--- src/rtl/pipe_ctrl_pkg.sv ---
// Shared types and default constants for the pipeline stall/flush sequencer.
package pipe_ctrl_pkg;

  typedef enum logic [2:0] {
    ST_RUN      = 3'd0,
    ST_MEM_WAIT = 3'd1,
    ST_DRAIN    = 3'd2,
    ST_HALTED   = 3'd3,
    ST_ERROR    = 3'd4
  } state_e;

  localparam int DEF_MEM_TIMEOUT  = 15;
  localparam int DEF_DRAIN_CYCLES = 4;
  localparam int DEF_CNT_W        = 16;

endpackage

--- src/rtl/stall_perf_counters.sv ---
// Saturating performance counters for stall, RUN-state flush and load-use events.
module stall_perf_counters #(
  parameter int CNT_W = 16
) (
  input  logic             clk,
  input  logic             rst_n,
  input  logic             stall_ev,
  input  logic             flush_ev,
  input  logic             lu_ev,
  output logic [CNT_W-1:0] stall_cnt,
  output logic [CNT_W-1:0] flush_cnt,
  output logic [CNT_W-1:0] lu_cnt
);

  always_ff @(posedge clk or negedge rst_n) begin
    if (!rst_n) begin
      stall_cnt <= '0;
      flush_cnt <= '0;
      lu_cnt    <= '0;
    end else begin
      if (stall_ev && stall_cnt != '1) stall_cnt <= stall_cnt + CNT_W'(1);
      if (flush_ev && flush_cnt != '1) flush_cnt <= flush_cnt + CNT_W'(1);
      if (lu_ev && lu_cnt != '1)       lu_cnt    <= lu_cnt + CNT_W'(1);
    end
  end

endmodule

--- src/rtl/pipeline_stall_ctrl.sv ---
// Central stall/flush sequencer: merges load-use, data-memory handshake, branch redirect
// and halt into pipeline-register enables. STALL_PERF_EN adds saturating perf counters.
module pipeline_stall_ctrl
  import pipe_ctrl_pkg::*;
#(
`ifdef STALL_PERF_EN
  parameter int CNT_W        = DEF_CNT_W,
`endif
  parameter int MEM_TIMEOUT  = DEF_MEM_TIMEOUT,
  parameter int DRAIN_CYCLES = DEF_DRAIN_CYCLES
) (
  input  logic       clk,
  input  logic       rst_n,
  input  logic       lu_hazard,
  input  logic       branch_taken,
  input  logic       dmem_req,
  input  logic       dmem_ready,
  input  logic       halt_req,
  output logic       pc_write,
  output logic       if_id_write,
  output logic       if_id_flush,
  output logic       id_ex_flush,
  output logic       ex_mem_write,
  output logic       mem_wb_bubble,
  output logic       halted,
  output logic       mem_timeout,
  output logic [2:0] state
`ifdef STALL_PERF_EN
  ,
  output logic [CNT_W-1:0] stall_cnt,
  output logic [CNT_W-1:0] flush_cnt,
  output logic [CNT_W-1:0] lu_cnt
`endif
);

  localparam logic [7:0] TO_LIMIT   = 8'(MEM_TIMEOUT);
  localparam logic [3:0] DRAIN_INIT = 4'(DRAIN_CYCLES);

  state_e     state_q, state_d;
  logic [7:0] to_cnt_q, to_cnt_d;
  logic [3:0] drain_cnt_q, drain_cnt_d;
  logic       ret_drain_q, ret_drain_d;
  logic       timeout_q, timeout_d;
  logic       mem_stall, freeze, run_eval, drain_eval;

  assign state       = state_q;
  assign mem_timeout = timeout_q;

  always_comb begin
    // NOTE: every combinational output gets a default first, so no path can infer a latch.
    pc_write      = 1'b1;
    if_id_write   = 1'b1;
    if_id_flush   = 1'b0;
    id_ex_flush   = 1'b0;
    ex_mem_write  = 1'b1;
    mem_wb_bubble = 1'b0;
    halted        = 1'b0;
    freeze        = 1'b0;
    run_eval      = 1'b0;
    drain_eval    = 1'b0;
    state_d       = state_q;
    to_cnt_d      = to_cnt_q;
    drain_cnt_d   = drain_cnt_q;
    ret_drain_d   = ret_drain_q;
    timeout_d     = timeout_q;
    mem_stall     = dmem_req && !dmem_ready &&
                    (state_q == ST_RUN || state_q == ST_DRAIN);

    // While reset is held the enables show the free-running RUN values regardless of inputs.
    if (!rst_n) begin
      freeze = 1'b0;
    end else if (mem_stall) begin
      freeze      = 1'b1;
      state_d     = ST_MEM_WAIT;
      to_cnt_d    = 8'd1;
      ret_drain_d = (state_q == ST_DRAIN);
    end else begin
      unique case (state_q)
        ST_RUN:   run_eval   = 1'b1;
        ST_DRAIN: drain_eval = 1'b1;
        ST_MEM_WAIT: begin
          if (dmem_ready) begin
            run_eval   = !ret_drain_q;
            drain_eval = ret_drain_q;
          end else begin
            freeze = 1'b1;
            if (to_cnt_q == TO_LIMIT) begin
              state_d   = ST_ERROR;
              timeout_d = 1'b1;
            end else begin
              to_cnt_d = to_cnt_q + 8'd1;
            end
          end
        end
        ST_HALTED: begin
          freeze = 1'b1;
          halted = 1'b1;
          if (!halt_req) state_d = ST_RUN;
        end
        default: freeze = 1'b1;
      endcase
    end

    if (run_eval) begin
      if (branch_taken) begin
        if_id_flush = 1'b1;
        id_ex_flush = 1'b1;
      end else if (lu_hazard) begin
        pc_write    = 1'b0;
        if_id_write = 1'b0;
        id_ex_flush = 1'b1;
      end
      state_d = halt_req ? ST_DRAIN : ST_RUN;
      if (halt_req) drain_cnt_d = DRAIN_INIT;
    end

    // Drain: fetch is gated off, but a redirect must still land in the PC.
    if (drain_eval) begin
      pc_write    = branch_taken;
      if_id_flush = 1'b1;
      state_d     = ST_DRAIN;
      if (lu_hazard) begin
        if_id_write = 1'b0;
        id_ex_flush = 1'b1;
      end else if (drain_cnt_q <= 4'd1) begin
        drain_cnt_d = 4'd0;
        state_d     = ST_HALTED;
      end else begin
        drain_cnt_d = drain_cnt_q - 4'd1;
      end
    end

    if (freeze) begin
      pc_write      = 1'b0;
      if_id_write   = 1'b0;
      ex_mem_write  = 1'b0;
      mem_wb_bubble = 1'b1;
    end
  end

  always_ff @(posedge clk or negedge rst_n) begin
    if (!rst_n) begin
      state_q     <= ST_RUN;
      to_cnt_q    <= '0;
      drain_cnt_q <= '0;
      ret_drain_q <= 1'b0;
      timeout_q   <= 1'b0;
    end else begin
      // NOTE: sequential state uses non-blocking assignments so all registers update together.
      state_q     <= state_d;
      to_cnt_q    <= to_cnt_d;
      drain_cnt_q <= drain_cnt_d;
      ret_drain_q <= ret_drain_d;
      timeout_q   <= timeout_d;
    end
  end

`ifdef STALL_PERF_EN
  logic stall_ev, flush_ev, lu_ev;

  assign stall_ev = !pc_write;
  assign flush_ev = run_eval && if_id_flush;
  assign lu_ev    = run_eval && lu_hazard && !branch_taken;

  stall_perf_counters #(.CNT_W(CNT_W)) u_perf (
    .clk       (clk),
    .rst_n     (rst_n),
    .stall_ev  (stall_ev),
    .flush_ev  (flush_ev),
    .lu_ev     (lu_ev),
    .stall_cnt (stall_cnt),
    .flush_cnt (flush_cnt),
    .lu_cnt    (lu_cnt)
  );
`endif

endmodule

--- config.mk ---
export PLATFORM = sky130hd
export DESIGN_NAME = pipeline_stall_ctrl
export DESIGN_NICKNAME = d
export VERILOG_FILES = /design/src/rtl/pipe_ctrl_pkg.sv /design/src/rtl/stall_perf_counters.sv /design/src/rtl/pipeline_stall_ctrl.sv
export SDC_FILE = /design/constraint.sdc
export NUM_CORES = 1
export LEC_CHECK = 0
export ABC_CLOCK_PERIOD_IN_PS = 2900
export BUFFER_PORTS_ARGS = -buffer_cell sky130_fd_sc_hd__buf_4
export CORE_MARGIN = 2
export CORE_UTILIZATION = 58
export CTS_BUF_LIST = sky130_fd_sc_hd__clkbuf_8
export DETAILED_ROUTE_END_ITERATION = 8
export GPL_ROUTABILITY_DRIVEN = 0
export PLACE_DENSITY = 0.81
export SYNTH_ARGS = -nofsm -noshare
export SYNTH_HDL_FRONTEND = slang
export SYNTH_SLANG_ARGS = --single-unit
--- constraint.sdc ---
create_clock -name clk -period 2.9 [get_ports clk]
set_input_delay 0.87 -clock clk [delete_from_list [all_inputs] [get_ports clk]]
set_output_delay 0.87 -clock clk [all_outputs]
set_load 0.03 [all_outputs]
* Word-level counts from Yosys, hierarchy flattened
Cells that the tools add are included.
** Storage, ports and cells
- Register bits :: 17
- Bits of input ports :: 7
** Operators by class
- Add/sub/neg operators :: 2
- Order comparisons :: 1
- Equal/unequal tests :: 9
- Mux-type cells :: 53
- Bitwise operators :: 2
- Reductions and logical operators :: 14
** Operator list (count)
- $mux 1 :: 32
- $mux 8 :: 4
- $mux 3 :: 7
- $mux 4 :: 5
- $ne 5x5->1 const B :: 3
- $reduce_and 5->1 :: 2
- $add 8x1->8 const B :: 1
- $eq 8x4->1 const B :: 1
- $eq 3x2->1 const B :: 2
- $pmux 1 s2 :: 3
- $pmux 3 s2 :: 1
- $reduce_bool 5->1 :: 1
- $le 4x1->1 const B :: 1
- $reduce_and 4->1 :: 1
- $sub 4x1->4 const B :: 1
- $eq 3x1->1 const B :: 1
- $logic_not 3->1 :: 1
- $reduce_bool 3->1 :: 1
- $logic_and 1x1->1 :: 2
- $logic_not 1->1 :: 2
- $mux 2 :: 1
- $ne 2x1->1 const B :: 1
- $ne 2x2->1 const B :: 1
- $not 1->1 :: 2
- other kinds (4) :: 4

* Depth between registers and ports, before layout
- Word-level depth :: 9
- Gate-level depth with buffers :: 6

* Worst setup path after synthesis
OpenSTA, ideal clock, no wires.
- Path type :: in2out
- Start :: input port dmem_ready
- End :: output port if_id_write
- Data arrival time :: 2575 ps
- Path slack :: -545 ps
- Cell stages on the path :: 6
- Cell sequence :: buf_4 -> a21boi_0 -> o21ai_0 -> nand2_1 -> inv_1 -> a221oi_1
** On the way
- Cells in the longest elaborated chain, start to end :: 9
- Elaborated cells between the ends (all ways) :: 19
** RTL lines
- from (decl) :: RTL line pipeline_stall_ctrl.sv:17 : input logic dmem_ready,
- parallel branches: the longest is 8 deep, another holds $pmux 1 s2
- $mux 1 (*) :: RTL line pipeline_stall_ctrl.sv:133 : if (freeze) begin
- to (decl) :: RTL line pipeline_stall_ctrl.sv:20 : output logic if_id_write,
Every way passes the cells marked *.

* Worst setup path after layout
- Start :: input port dmem_req
- End :: output port if_id_write
** On the way
- Cells in the longest elaborated chain, start to end :: 8
- Elaborated cells between the ends (all ways) :: 12
** RTL lines
- from (decl) :: RTL line pipeline_stall_ctrl.sv:16 : input logic dmem_req,
- $logic_and 1x1->1 (*) (2 in a row) :: RTL line pipeline_stall_ctrl.sv:66 : mem_stall = dmem_req && !dmem_ready &&
- $mux 1 :: RTL line pipeline_stall_ctrl.sv:72 : end else if (mem_stall) begin
- $mux 1 :: RTL line pipeline_stall_ctrl.sv:70 : if (!rst_n) begin
- $mux 1 :: RTL line pipeline_stall_ctrl.sv:104 : if (run_eval) begin
- $mux 1 :: RTL line pipeline_stall_ctrl.sv:122 : if (lu_hazard) begin
- $mux 1 :: RTL line pipeline_stall_ctrl.sv:118 : if (drain_eval) begin
- $mux 1 (*) :: RTL line pipeline_stall_ctrl.sv:133
Mark *: on every way between the ends. The rest lies on a longest branch, timed or not.

==> summary.md <==
| Metric | Value |
|---|---|
| Status | complete, but fails checks |
| Failing checks | setup timing |
| Pin count of the biggest net entering global routing | 21 |
| Power per cell area | 735 nW/um^2 |
| I/O pin count | 18 |
| Hold buffer count at CTS | 0 |
| Total CTS buffers | 3 |
| Final Power | 1.14 mW |
| Syn_nets | 132 |
| Vias per inst | approximately 6.2 |
| Via count | 1129 |
| Initial antenna violation count | 0 |
| Initial Util | between 60% and 70% |
| Area delta synth->final | 32.7% |
| Crit end category | output port |
| Chip width | about 49 um |
| Hold crit path type | reg -> reg |
| Drc violations | 0 |
| PnR worst setup slack | -0.0201 ns |
| Max Cap Viol | 0 |
| Worst EP required | approximately 2.0 ns |
| Vias in the first global route | 1013 |
| Synthesis-stage register bit count | 17 |
| Antenna Nets Post-Route | 0 |
| Fillers | 120 |
| Reg2reg start | state[1]$_DFFE_PN0P_ |
| Final Max Slew Viols | 0 |
| Cells after Synth | 122 |
| CTS HTree Levels | 1 |
| Total Routing Usage GR | between 20% and 30% |
| Max Freq | 0.342 GHz |
| Critical-path cell list | buf_8, nor4b_4, a2111oi_4, clkbuf_16, a221oi_4, buf_6 |
| Synth warn | 0 |
| Worst reg2reg setup slack | around 0.76 ns |
| CTS tree | done |
| Leakage power | about 0.69 nW |
| CTS Sinks | 17 |
| Max VDD drop | around 560 uV |
| HP Start | mem_timeout$_DFFE_PN0P_ |
| Port Buffer Count | 17 |
| Diodes inserted | 0 |
| Nets | 166 |
| Leading cell types in the layout, fill and taps excluded | buf_4 (27), dfrtp_1 (16), a21oi_1 (10) |
| Layout cells sized above 1 | 38.1% |
| Critical path type | in -> out |
| Fin. Hold Viols | 0 |
| Setup-failing EPs final | 3 |
| Clock root buffer | clkbuf_8 |
| Worst-Margin Slew | 0.468 ns |
| Remaining global-route overflow | 0 |
| Drt pass-1 iters | 4 |
| Unique masters post-synth | 47 |
| Hold Path Stages | 1 |
| Top Family by Delay on Critical Path | compound AO/OA/AOI/OAI gates |
| Mean post-synth cell area | roughly 9.6 um^2 |
| Final Instance Count excl. Fillers | between 150 and 200 |
| Worst-Skew Late Latency | 0.25 ns |
| RSZ-0062 raised after global routing | yes |
| Fin crit share | 101% |
| FF-to-FF path depth | 7 |
| Slowest CP cell | a2111oi_4 |
| DPL Wire Length | ~1900 um |
| Min Tclk post-route | roughly 3 ns |
| Placed cells | 172 |
| Initial DRC count | 36 |
| Core area | slightly below 2000 um^2 |
| Worst-path clk slew | 0.07 ns |
| Sequential area share after synthesis | 36.4% |
| Commonest non-fill, non-tap cell in the layout | buf_4 |
| Worst path arrival time | 2.05 ns |
| CTS Buffer Depth | 2 |
| Synthesized area | 1170 um^2 |
| Crit path max fanout | 4 |
| Area of the die | about 2400 um^2 |
| Slew headroom | 68.8% |
| WP buf/inv | 3 |
| First-pass GRT wire length | 4630 um |
| WL final | 3260 um |
| Drt wl/cell | between 15 and 20 um |
| Hold endpoint | mem_timeout$_DFFE_PN0P_ |
| Final Skew | 0.00600 ns |
| Nature of the critical path startpoint | input pin |
| RR Endpoint | drain_cnt_q[0]$_DFF_PN0_ |
| Die height | between 40 and 50 um |
| Row Count | 16 |
| Slowest cell delay on critical path | ~0.50 ns |
-- worst reg2reg max path: stages, from the launching register on --
cell and delay, ns:
dfrtp_1 0.50, or2_4 0.31, a2111oi_4 0.45, clkbuf_16 0.23, buf_4 0.11, buf_4 0.10
a21oi_1 0.08, a22o_1 0.25
-- layer usage --
metal / track usage [%] / wire length (um) / vias up
met5: 0 / 0 / -
met4: 9.05 / 46 / 0
met3: 5.21 / 194 / 4
met2: 41.3 / 1610 / 53
met1: 32.5 / 1410 / 553
li1: - / - / 519
-- area by class of cell --
cell class              instances  area (um^2)  share of cell area (%)
inverters                       9         33.8                    2.18
flip-flops and latches         17          427                    27.5
clock inverters                 1         5.00                   0.323
well taps                      27         33.8                    2.18
repair buffers                 33          288                    18.6
multi-input cells              92          722                    46.6
clock buffers                   3         41.3                    2.66
-- synth_stat cells, drive strengths merged --
| cell type | count | share of area (%) |
|---|---|---|
| nor2 | 7 | 2.2 |
| a22o | 2 | 1.5 |
| a221oi | 1 | 0.75 |
| o21ai | 9 | 3.9 |
| or2 | 2 | 1.3 |
| nand3b | 1 | 0.64 |
| nor3b | 1 | 1.6 |
| o211ai | 1 | 1.8 |
| and2b | 1 | 0.75 |
| and3 | 1 | 0.54 |
| a21boi | 1 | 0.64 |
| a41o | 1 | 0.86 |
| dfrtp | 17 | 36 |
| o31ai | 2 | 1.3 |
| o32a | 1 | 0.86 |
| a32oi | 1 | 0.75 |
| and3b | 1 | 0.75 |
| nand3 | 6 | 2.6 |
| nand2 | 8 | 2.6 |
| a31oi | 1 | 0.54 |
| inv | 9 | 2.9 |
| o21a | 1 | 0.64 |
| a2111oi | 1 | 2.4 |
| buf | 4 | 3.0 |
| ha | 3 | 3.2 |
| a21bo | 1 | 0.86 |
| nor3 | 3 | 1.3 |
| or4 | 3 | 2.2 |
| and4bb | 1 | 1.1 |
| nand4b | 2 | 1.5 |
| a21o | 2 | 1.3 |
| a311oi | 1 | 2.2 |
| nand2b | 3 | 1.6 |
| nor2b | 2 | 1.1 |
| a31o | 2 | 1.5 |
| or3 | 4 | 2.6 |
| a21oi | 11 | 4.7 |
| or3b | 2 | 1.7 |
| nor4b | 2 | 2.0 |
-- timing repair --
item	in CTS	in global routing
setup buffers	3	3
setup endpoints to repair	1	3
gates resized for setup	4	8
pin swaps	5	6
-- through the flow --
| stage | hold slack [ns] | TNS, ns | util [%] | setup WS (ns) | area (um^2) |
|---|---|---|---|---|---|
| after floorplan | 0.463 | 0 | - | 0.0194 | 1190 |
| after global placement | 0.451 | -0.0142 | 72.3 | -0.0142 | 1390 |
| after detailed placement | 0.461 | -0.0624 | 72.3 | -0.0624 | 1390 |
| after CTS | 0.477 | -0.00554 | 77.6 | -0.00554 | 1490 |
| after global routing | 0.499 | -0.221 | 80.7 | -0.0786 | 1550 |
| final | 0.476 | -0.0449 | 80.7 | -0.0201 | 1550 |
-- power breakdown --
group	switching (mW)	leakage [nW]	total, mW	internal (mW)
Clock	0.0797	0.0255	0.175	0.0952
Sequential	0.0941	0.223	0.393	0.299
Combinational	0.302	0.443	0.571	0.269
Total	0.476	0.691	1.14	0.664
-- logic make-up (layout without fill, tap and decap cells) --
family          count (synthesis)  after routing  share of synthesized area, %
fa+ha+maj                       3              3                          3.21
simple gates                   50             50                          28.1
compound gates                 39             39                          26.4
buf+inv                        13             46                          5.89
flops                          17             17                          36.4
-- how the worst max path moves through the flow --
stage / from / endpoint / cells past startpoint
5_1_grt: dmem_req / pc_write / 6
2_1_floorplan: dmem_ready / pc_write / 5
3_3_place_gp: dmem_req / pc_write / 6
6_report: dmem_req / if_id_write / 6
3_5_place_dp: dmem_req / pc_write / 6
4_1_cts: dmem_ready / pc_write / 6
-- state kept, by name, indices dropped and copies added (netlist names) --
signal and flops:
drain_cnt_q 4, mem_timeout 1, ret_drain_q 1, state 3, to_cnt_q 8
No activity file was read; power rests on OpenSTA's default activity.
